`config.mk`:
```
export PLATFORM = sky130hd
export DESIGN_NAME = bht_update_ctrl
export DESIGN_NICKNAME = d
export VERILOG_FILES = /design/src/rtl/bht_update_ctrl_pkg.sv /design/src/rtl/bht_update_ctrl_fifo.sv /design/src/rtl/bht_update_ctrl.sv
export SDC_FILE = /design/constraint.sdc
export NUM_CORES = 1
export LEC_CHECK = 0
export BUFFER_PORTS_ARGS = -buffer_cell sky130_fd_sc_hd__buf_2
export CORE_MARGIN = 2
export CORE_UTILIZATION = 57
export CTS_BUF_LIST = sky130_fd_sc_hd__clkbuf_4 sky130_fd_sc_hd__clkbuf_8
export DETAILED_ROUTE_END_ITERATION = 6
export PLACE_DENSITY = 0.84
export SLEW_MARGIN = 20
export SYNTH_ARGS = -nofsm -noshare
export SYNTH_HDL_FRONTEND = slang
export SYNTH_SLANG_ARGS = --single-unit
```
`constraint.sdc`:
```
create_clock -name clk -period 4.3 [get_ports clk]
set_input_delay 0.86 -clock clk [delete_from_list [all_inputs] [get_ports clk]]
set_output_delay 0.86 -clock clk [all_outputs]
set_load 0.05 [all_outputs]
```
`src/rtl/bht_update_ctrl_pkg.sv`:
```
// Shared types for the BHT update controller: counter encodings, FSM states,
// PC index slice bounds and the saturating-counter helper.
package bht_update_ctrl_pkg;

  typedef enum logic [1:0] {
    STRONG_NOT_TAKEN = 2'b00,
    WEAKLY_NOT_TAKEN = 2'b01,
    WEAKLY_TAKEN     = 2'b10,
    STRONG_TAKEN     = 2'b11
  } bht_cnt_e;

  typedef enum logic {
    ST_INIT = 1'b0,
    ST_RUN  = 1'b1
  } upd_state_e;

  // Table index is taken from pc[IDX_HI:IDX_LO]; bits [1:0] are always zero.
  localparam int unsigned IDX_HI = 9;
  localparam int unsigned IDX_LO = 2;

  function automatic logic [1:0] sat_update(input logic [1:0] cnt, input logic taken);
    logic [1:0] res;
    if (taken) begin
      if (cnt == STRONG_TAKEN) res = cnt;
      else                     res = cnt + 2'b01;
    end else begin
      if (cnt == STRONG_NOT_TAKEN) res = cnt;
      else                         res = cnt - 2'b01;
    end
    return res;
  endfunction

endpackage

```
`src/rtl/bht_update_ctrl_fifo.sv`:
```
// bht_upd_fifo: dual-push / single-pop FIFO of {idx, taken} entries.
// Lane 0 lands in the tail slot ahead of lane 1; the caller guarantees room.
module bht_upd_fifo #(
  parameter int unsigned DEPTH  = 4,
  parameter int unsigned DATA_W = 9
) (
  input  logic                       clk,
  input  logic                       rst,
  input  logic                       flush_i,
  input  logic                       push0_i,
  input  logic [DATA_W-1:0]          push0_data_i,
  input  logic                       push1_i,
  input  logic [DATA_W-1:0]          push1_data_i,
  input  logic                       pop_i,
  output logic [DATA_W-1:0]          head_data_o,
  output logic                       empty_o,
  output logic [$clog2(DEPTH):0]     count_next_o
);

  localparam int unsigned PTR_W = $clog2(DEPTH);
  localparam int unsigned CNT_W = PTR_W + 1;

  logic [DATA_W-1:0] mem_q [DEPTH];
  logic [PTR_W-1:0]  head_q, head_d;
  logic [PTR_W-1:0]  tail_q, tail_d;
  logic [PTR_W-1:0]  tail_p1_s;
  logic [CNT_W-1:0]  count_q, count_d;
  logic [CNT_W-1:0]  push_n_s;
  logic              pop_s;

  // Pointer and occupancy next-state; flush returns everything to empty.
  always_comb begin
    push_n_s  = CNT_W'(push0_i) + CNT_W'(push1_i);
    pop_s     = pop_i && (count_q != '0);
    tail_p1_s = tail_q + PTR_W'(1);
    if (flush_i) begin
      head_d  = '0;
      tail_d  = '0;
      count_d = '0;
    end else begin
      head_d  = head_q + PTR_W'(pop_s);
      tail_d  = tail_q + PTR_W'(push_n_s);
      count_d = count_q + push_n_s - CNT_W'(pop_s);
    end
  end

  always_ff @(posedge clk) begin
    if (rst) begin
      head_q  <= '0;
      tail_q  <= '0;
      count_q <= '0;
    end else begin
      head_q  <= head_d;
      tail_q  <= tail_d;
      count_q <= count_d;
    end
  end

  // Entry storage needs no reset: occupancy alone decides what is valid.
  always_ff @(posedge clk) begin
    if (!rst && !flush_i) begin
      if (push0_i) mem_q[tail_q] <= push0_data_i;
      if (push1_i) mem_q[push0_i ? tail_p1_s : tail_q] <= push1_data_i;
    end
  end

  assign head_data_o  = mem_q[head_q];
  assign empty_o      = (count_q == '0);
  assign count_next_o = (rst) ? '0 : count_d;

endmodule

```
`src/rtl/bht_update_ctrl.sv`:
```
// bht_update_ctrl: init walk plus queued saturating-counter updates of the BHT.
// Optional `BHT_UPD_BYPASS_EN: lane 0 writes in its arrival cycle when the queue is empty.
module bht_update_ctrl
  import bht_update_ctrl_pkg::*;
#(
  parameter int unsigned IDX_W    = IDX_HI - IDX_LO + 1,
  parameter int unsigned Q_DEPTH  = 4,
  parameter logic [1:0]  INIT_CNT = WEAKLY_TAKEN
) (
  input  logic              clk,
  input  logic              rst,
  input  logic              clear_req,
  input  logic              commit0_valid,
  input  logic [31:0]       commit0_pc,
  input  logic              commit0_taken,
  input  logic              commit1_valid,
  input  logic [31:0]       commit1_pc,
  input  logic              commit1_taken,
  output logic              commit_ready,
  output logic [IDX_W-1:0]  bht_rd_idx,
  input  logic [1:0]        bht_rd_data,
  output logic              bht_wr_en,
  output logic [IDX_W-1:0]  bht_wr_idx,
  output logic [1:0]        bht_wr_data,
  output logic              init_busy
);

  localparam int unsigned CNT_W   = $clog2(Q_DEPTH) + 1;
  localparam int unsigned ENTRY_W = IDX_W + 1;
  localparam logic [IDX_W-1:0] WALK_LAST = {IDX_W{1'b1}};

  upd_state_e         state_q;
  logic [IDX_W-1:0]   walk_q;
  logic               commit_ready_q;
  logic               init_busy_q;

  logic [IDX_W-1:0]   lane0_idx_s, lane1_idx_s, head_idx_s;
  logic               head_taken_s;
  logic [ENTRY_W-1:0] head_data_s;
  logic               fifo_empty_s;
  logic [CNT_W-1:0]   count_next_s;
  logic               live_s, accept_s, bypass_s;
  logic               push0_s, push1_s, pop_s;
  logic               unused_pc_bits;

  assign lane0_idx_s  = commit0_pc[IDX_W+IDX_LO-1:IDX_LO];
  assign lane1_idx_s  = commit1_pc[IDX_W+IDX_LO-1:IDX_LO];
  assign head_idx_s   = head_data_s[ENTRY_W-1:1];
  assign head_taken_s = head_data_s[0];
  assign unused_pc_bits = ^{commit0_pc[31:IDX_W+IDX_LO], commit0_pc[IDX_LO-1:0],
                            commit1_pc[31:IDX_W+IDX_LO], commit1_pc[IDX_LO-1:0]};

  // A cycle can only accept or drain work in RUN with no reset/clear pending.
  assign live_s   = !rst && !clear_req && (state_q == ST_RUN);
  assign accept_s = live_s && commit_ready_q;
`ifdef BHT_UPD_BYPASS_EN
  assign bypass_s = accept_s && commit0_valid && fifo_empty_s;
`else
  assign bypass_s = 1'b0;
`endif
  assign push0_s = accept_s && commit0_valid && !bypass_s;
  assign push1_s = accept_s && commit1_valid;
  assign pop_s   = live_s && !fifo_empty_s && !bypass_s;

  bht_upd_fifo #(
    .DEPTH  (Q_DEPTH),
    .DATA_W (ENTRY_W)
  ) u_fifo (
    .clk          (clk),
    .rst          (rst),
    .flush_i      (clear_req),
    .push0_i      (push0_s),
    .push0_data_i ({lane0_idx_s, commit0_taken}),
    .push1_i      (push1_s),
    .push1_data_i ({lane1_idx_s, commit1_taken}),
    .pop_i        (pop_s),
    .head_data_o  (head_data_s),
    .empty_o      (fifo_empty_s),
    .count_next_o (count_next_s)
  );

  // Table port: init walk, bypassed lane 0, or queue head read-modify-write.
  always_comb begin
    bht_rd_idx  = head_idx_s;
    bht_wr_en   = 1'b0;
    bht_wr_idx  = head_idx_s;
    bht_wr_data = INIT_CNT;
    if (state_q == ST_INIT) begin
      bht_wr_en   = !rst && !clear_req;
      bht_wr_idx  = walk_q;
      bht_wr_data = INIT_CNT;
    end else if (bypass_s) begin
      bht_rd_idx  = lane0_idx_s;
      bht_wr_en   = 1'b1;
      bht_wr_idx  = lane0_idx_s;
      bht_wr_data = sat_update(bht_rd_data, commit0_taken);
    end else if (pop_s) begin
      bht_wr_en   = 1'b1;
      bht_wr_idx  = head_idx_s;
      bht_wr_data = sat_update(bht_rd_data, head_taken_s);
    end else begin
      bht_wr_en   = 1'b0;
    end
  end

  // Controller FSM with registered ready/busy flags.
  always_ff @(posedge clk) begin
    if (rst || clear_req) begin
      state_q        <= ST_INIT;
      walk_q         <= '0;
      commit_ready_q <= 1'b0;
      init_busy_q    <= 1'b1;
    end else begin
      case (state_q)
        ST_INIT: begin
          walk_q <= walk_q + IDX_W'(1);
          if (walk_q == WALK_LAST) begin
            state_q        <= ST_RUN;
            commit_ready_q <= 1'b1;
            init_busy_q    <= 1'b0;
          end else begin
            commit_ready_q <= 1'b0;
            init_busy_q    <= 1'b1;
          end
        end
        ST_RUN: begin
          commit_ready_q <= (count_next_s <= CNT_W'(Q_DEPTH - 2));
          init_busy_q    <= 1'b0;
        end
        default: begin
          state_q        <= ST_INIT;
          walk_q         <= '0;
          commit_ready_q <= 1'b0;
          init_busy_q    <= 1'b1;
        end
      endcase
    end
  end

  assign commit_ready = commit_ready_q;
  assign init_busy    = init_busy_q;

endmodule

```
==> impl_metrics.ini <==
[finish]
drive_above_1_share = 0.429
fillCellCount = 390
syn2layout_area_growth_pct = 12.9
post-route-util = 0.656
nets = 343
n_antenna_cell = 0

[yosys]
ys_warn_count = 0
synth_area_um2 = 2910
synth.most_common_cell = mux2_2
synth_common_cells = 42 x mux2_2, 36 x edfxtp_1, 18 x dfxtp_1
yosysTopAreaCellShare = 0.371
synth_area_leader_cell = edfxtp_1
synth_area_leaders = edfxtp_1 37%, mux2_2 16%, dfxtp_1 12%
synth_fp_nets = 299
netlist_instances = 214
synth-seq-area-share = 0.495
yosys_most_used_dff = edfxtp_1
async_reset_ff_frac = 0
synth-seq-cells = 54
avgSynthCellArea_um2 = 13.6
synth-edff-count = 36
synth.distinct_cells = 39

[detailed_routing]
wl_per_cell_um = 16.8
ant_nets = 0
vias = 1843
drcViolationCount = 0
drtIter0Drc = 84
wirelength_um = 5530
vias_per_cell = 5.60
drtPass1Iterations = 4

[die]
core_area_um2 = 5010
die_x_um = 75.5
rows = 26
initial_core_util = 0.581
die-area_um2 = 5700
ioPinCount = 94
fp.dieH_um = 75.5

[global_route]
grt_overflow = 0
grt_usage = 0.212
grt_pass1_vias = 1754
grt_first_pass_wirelength_um = 8700
antenna_found_initial = 0
grt_max_degree = 21

[setup_path]
cp-end-kind = flop
required_ns = 4.51
critical_path.slowest_cell = dfxtp_1
cp_max_fo = 20
cp_top_family = adder cells
path_buf_inv = 1
crit_type = reg2reg
start_kind = flop
crit_chain = nand3_1 -> nor2_1 -> ha_1 -> inv_1 -> ha_1 -> fa_1 -> xnor2_1 -> xnor2_1 -> a41o_1
critical_path_arrival_ns = 3.41
max_stage_delay_ns = 0.79

[clock_tree]
clk_path_buf_depth = 2
cts_tree = built
clock_latency_ns = 0.31
cts_setup_buffers = 0
cts_root_buf = clkbuf_8
cts_hold_buf = 0
clk_pin_slew_worst_paths_ns = 0.10
htree_levels = 2
cts_resized = 0
cts_sinks = 54
cts_buffers = 5

[placement]
hpwl_um = 3950
place.port_buffers = 45
gp_congestion = 0.783

[sta]
final-hold-violation-count = 0
fmax_mhz = 313
slew_viol_final = 0
fin_crit_ns = 3.20
fin_skew_ns = 0.00521
fin_setup_tns_ns = 0
worst_slew_pin_slew_ns = 0.704
setup_viol = 0
rsz0062_at_grt = false
relSlewSlack = 0.530
timing.final.crit_share = 0.744

[power]
power.switching_uw = 199
comb_power_share = 0.053
p_per_area_nw_per_um2 = 289
clock_power_share = 0.363
peakVddDrop_v = 0.000255
leakagePower_nw = 1.24
power_frac_seq = 0.583
internal_power_uw = 750
sw_frac_of_total = 0.210

[flow_run]
cap_violations = 0

[status]
outcome = complete, no violations

[hold_path]
hp-class = reg2reg
-- worst paths after layout --
kind | start | to | slack [ns] | cells past startpoint
min | walk_q[7] | walk_q[7] | 0.52 | 2
max reg2reg | state_q | commit_ready | 1.10 | 9
min reg2reg | walk_q[7] | walk_q[7] | 0.52 | 2
max | state_q | commit_ready | 1.10 | 9
-- sequential cells by signal, indices dropped and copies added, names as in the netlist --
signal and flops:
u_fifo.count_q 3, walk_q 8, u_fifo.tail_q 2, commit_ready 1, init_busy 1, u_fifo.mem_q 36
u_fifo.head_q 2, state_q 1
-- placed cells by master (no fill, tap or decap), types with 2 or more instances in the layout --
cell        instances
nand2_1             7
mux4_2              9
o21ai_0             6
xor2_1              4
and2_1              3
or3_1               2
dfxtp_1            18
a21o_1              2
nor2_1             14
buf_2              45
nor4_2              2
mux2_1              4
clkbuf_8            5
ha_1               11
inv_1              11
nor4_1              5
clkinvlp_4          2
nand3_1             3
edfxtp_1           36
mux2_2             42
xnor2_1             6
nand4_1             2
a21oi_1             4
-- worst register-to-register path, cell delays in order, from the launching register on --
cell and delay (ns):
dfxtp_1 0.79, nand3_1 0.43, nor2_1 0.33, ha_1 0.19
inv_1 0.06, ha_1 0.30, fa_1 0.45, xnor2_1 0.21
xnor2_1 0.11, a41o_1 0.23
-- power groups by stage --
| stage | Sequential [mW] | Combinational [mW] | Clock (mW) |
|---|---|---|---|
| after floorplan | 0.565 | 0.0293 | 0 |
| after global placement | 0.566 | 0.0477 | 0 |
| after detailed placement | 0.566 | 0.0495 | 0 |
| after CTS | 0.554 | 0.0501 | 0.345 |
| after global routing | 0.554 | 0.0557 | 0.364 |
| final | 0.554 | 0.0506 | 0.345 |
-- logic make-up after synthesis --
family                   Yosys count  share of synthesized area
multiplexers                      57                      0.259
flip-flops                        54                      0.495
buffers and inverters             20                     0.0344
AND/OR/NAND/NOR                   45                     0.0902
XOR/XNOR                          10                     0.0301
AO/OA/AOI/OAI                     16                     0.0378
adder cells (fa/ha/maj)           12                     0.0541
-- routing by layer --
layer  up-vias  GRT usage  part of all wire
met5         -          0                 0
met4         0     0.0526             0.011
met3         8     0.0357             0.037
met2        43      0.379              0.53
met1       904      0.271              0.42
li1        888          -                 -
-- through the flow --
| step | power [mW] | cell area, um2 | std cells | hold slack, ns | setup slack, ns |
|---|---|---|---|---|---|
| after floorplan | 0.595 | 2910 | 214 | 0.468 | 0.999 |
| after global placement | 0.613 | 3170 | 321 | 0.488 | 0.974 |
| after detailed placement | 0.615 | 3170 | 321 | 0.501 | 0.914 |
| after CTS | 0.949 | 3290 | 329 | 0.517 | 1.04 |
| after global routing | 0.974 | 3290 | 329 | 0.547 | 0.812 |
| final | 0.949 | 3290 | 329 | 0.520 | 1.10 |
-- layout make-up --
class                           count  area [um2]  area share
Inverter                           11        41.3      0.0126
Tap cell                           70        87.6      0.0266
Sequential cell                    54        1440       0.438
Multi-Input combinational cell    140        1370       0.417
Timing Repair Buffer               46         233      0.0708
Clock inverter                      3        45.0      0.0137
Clock buffer                        5        68.8      0.0209
(Power assumes the default switching activity.)
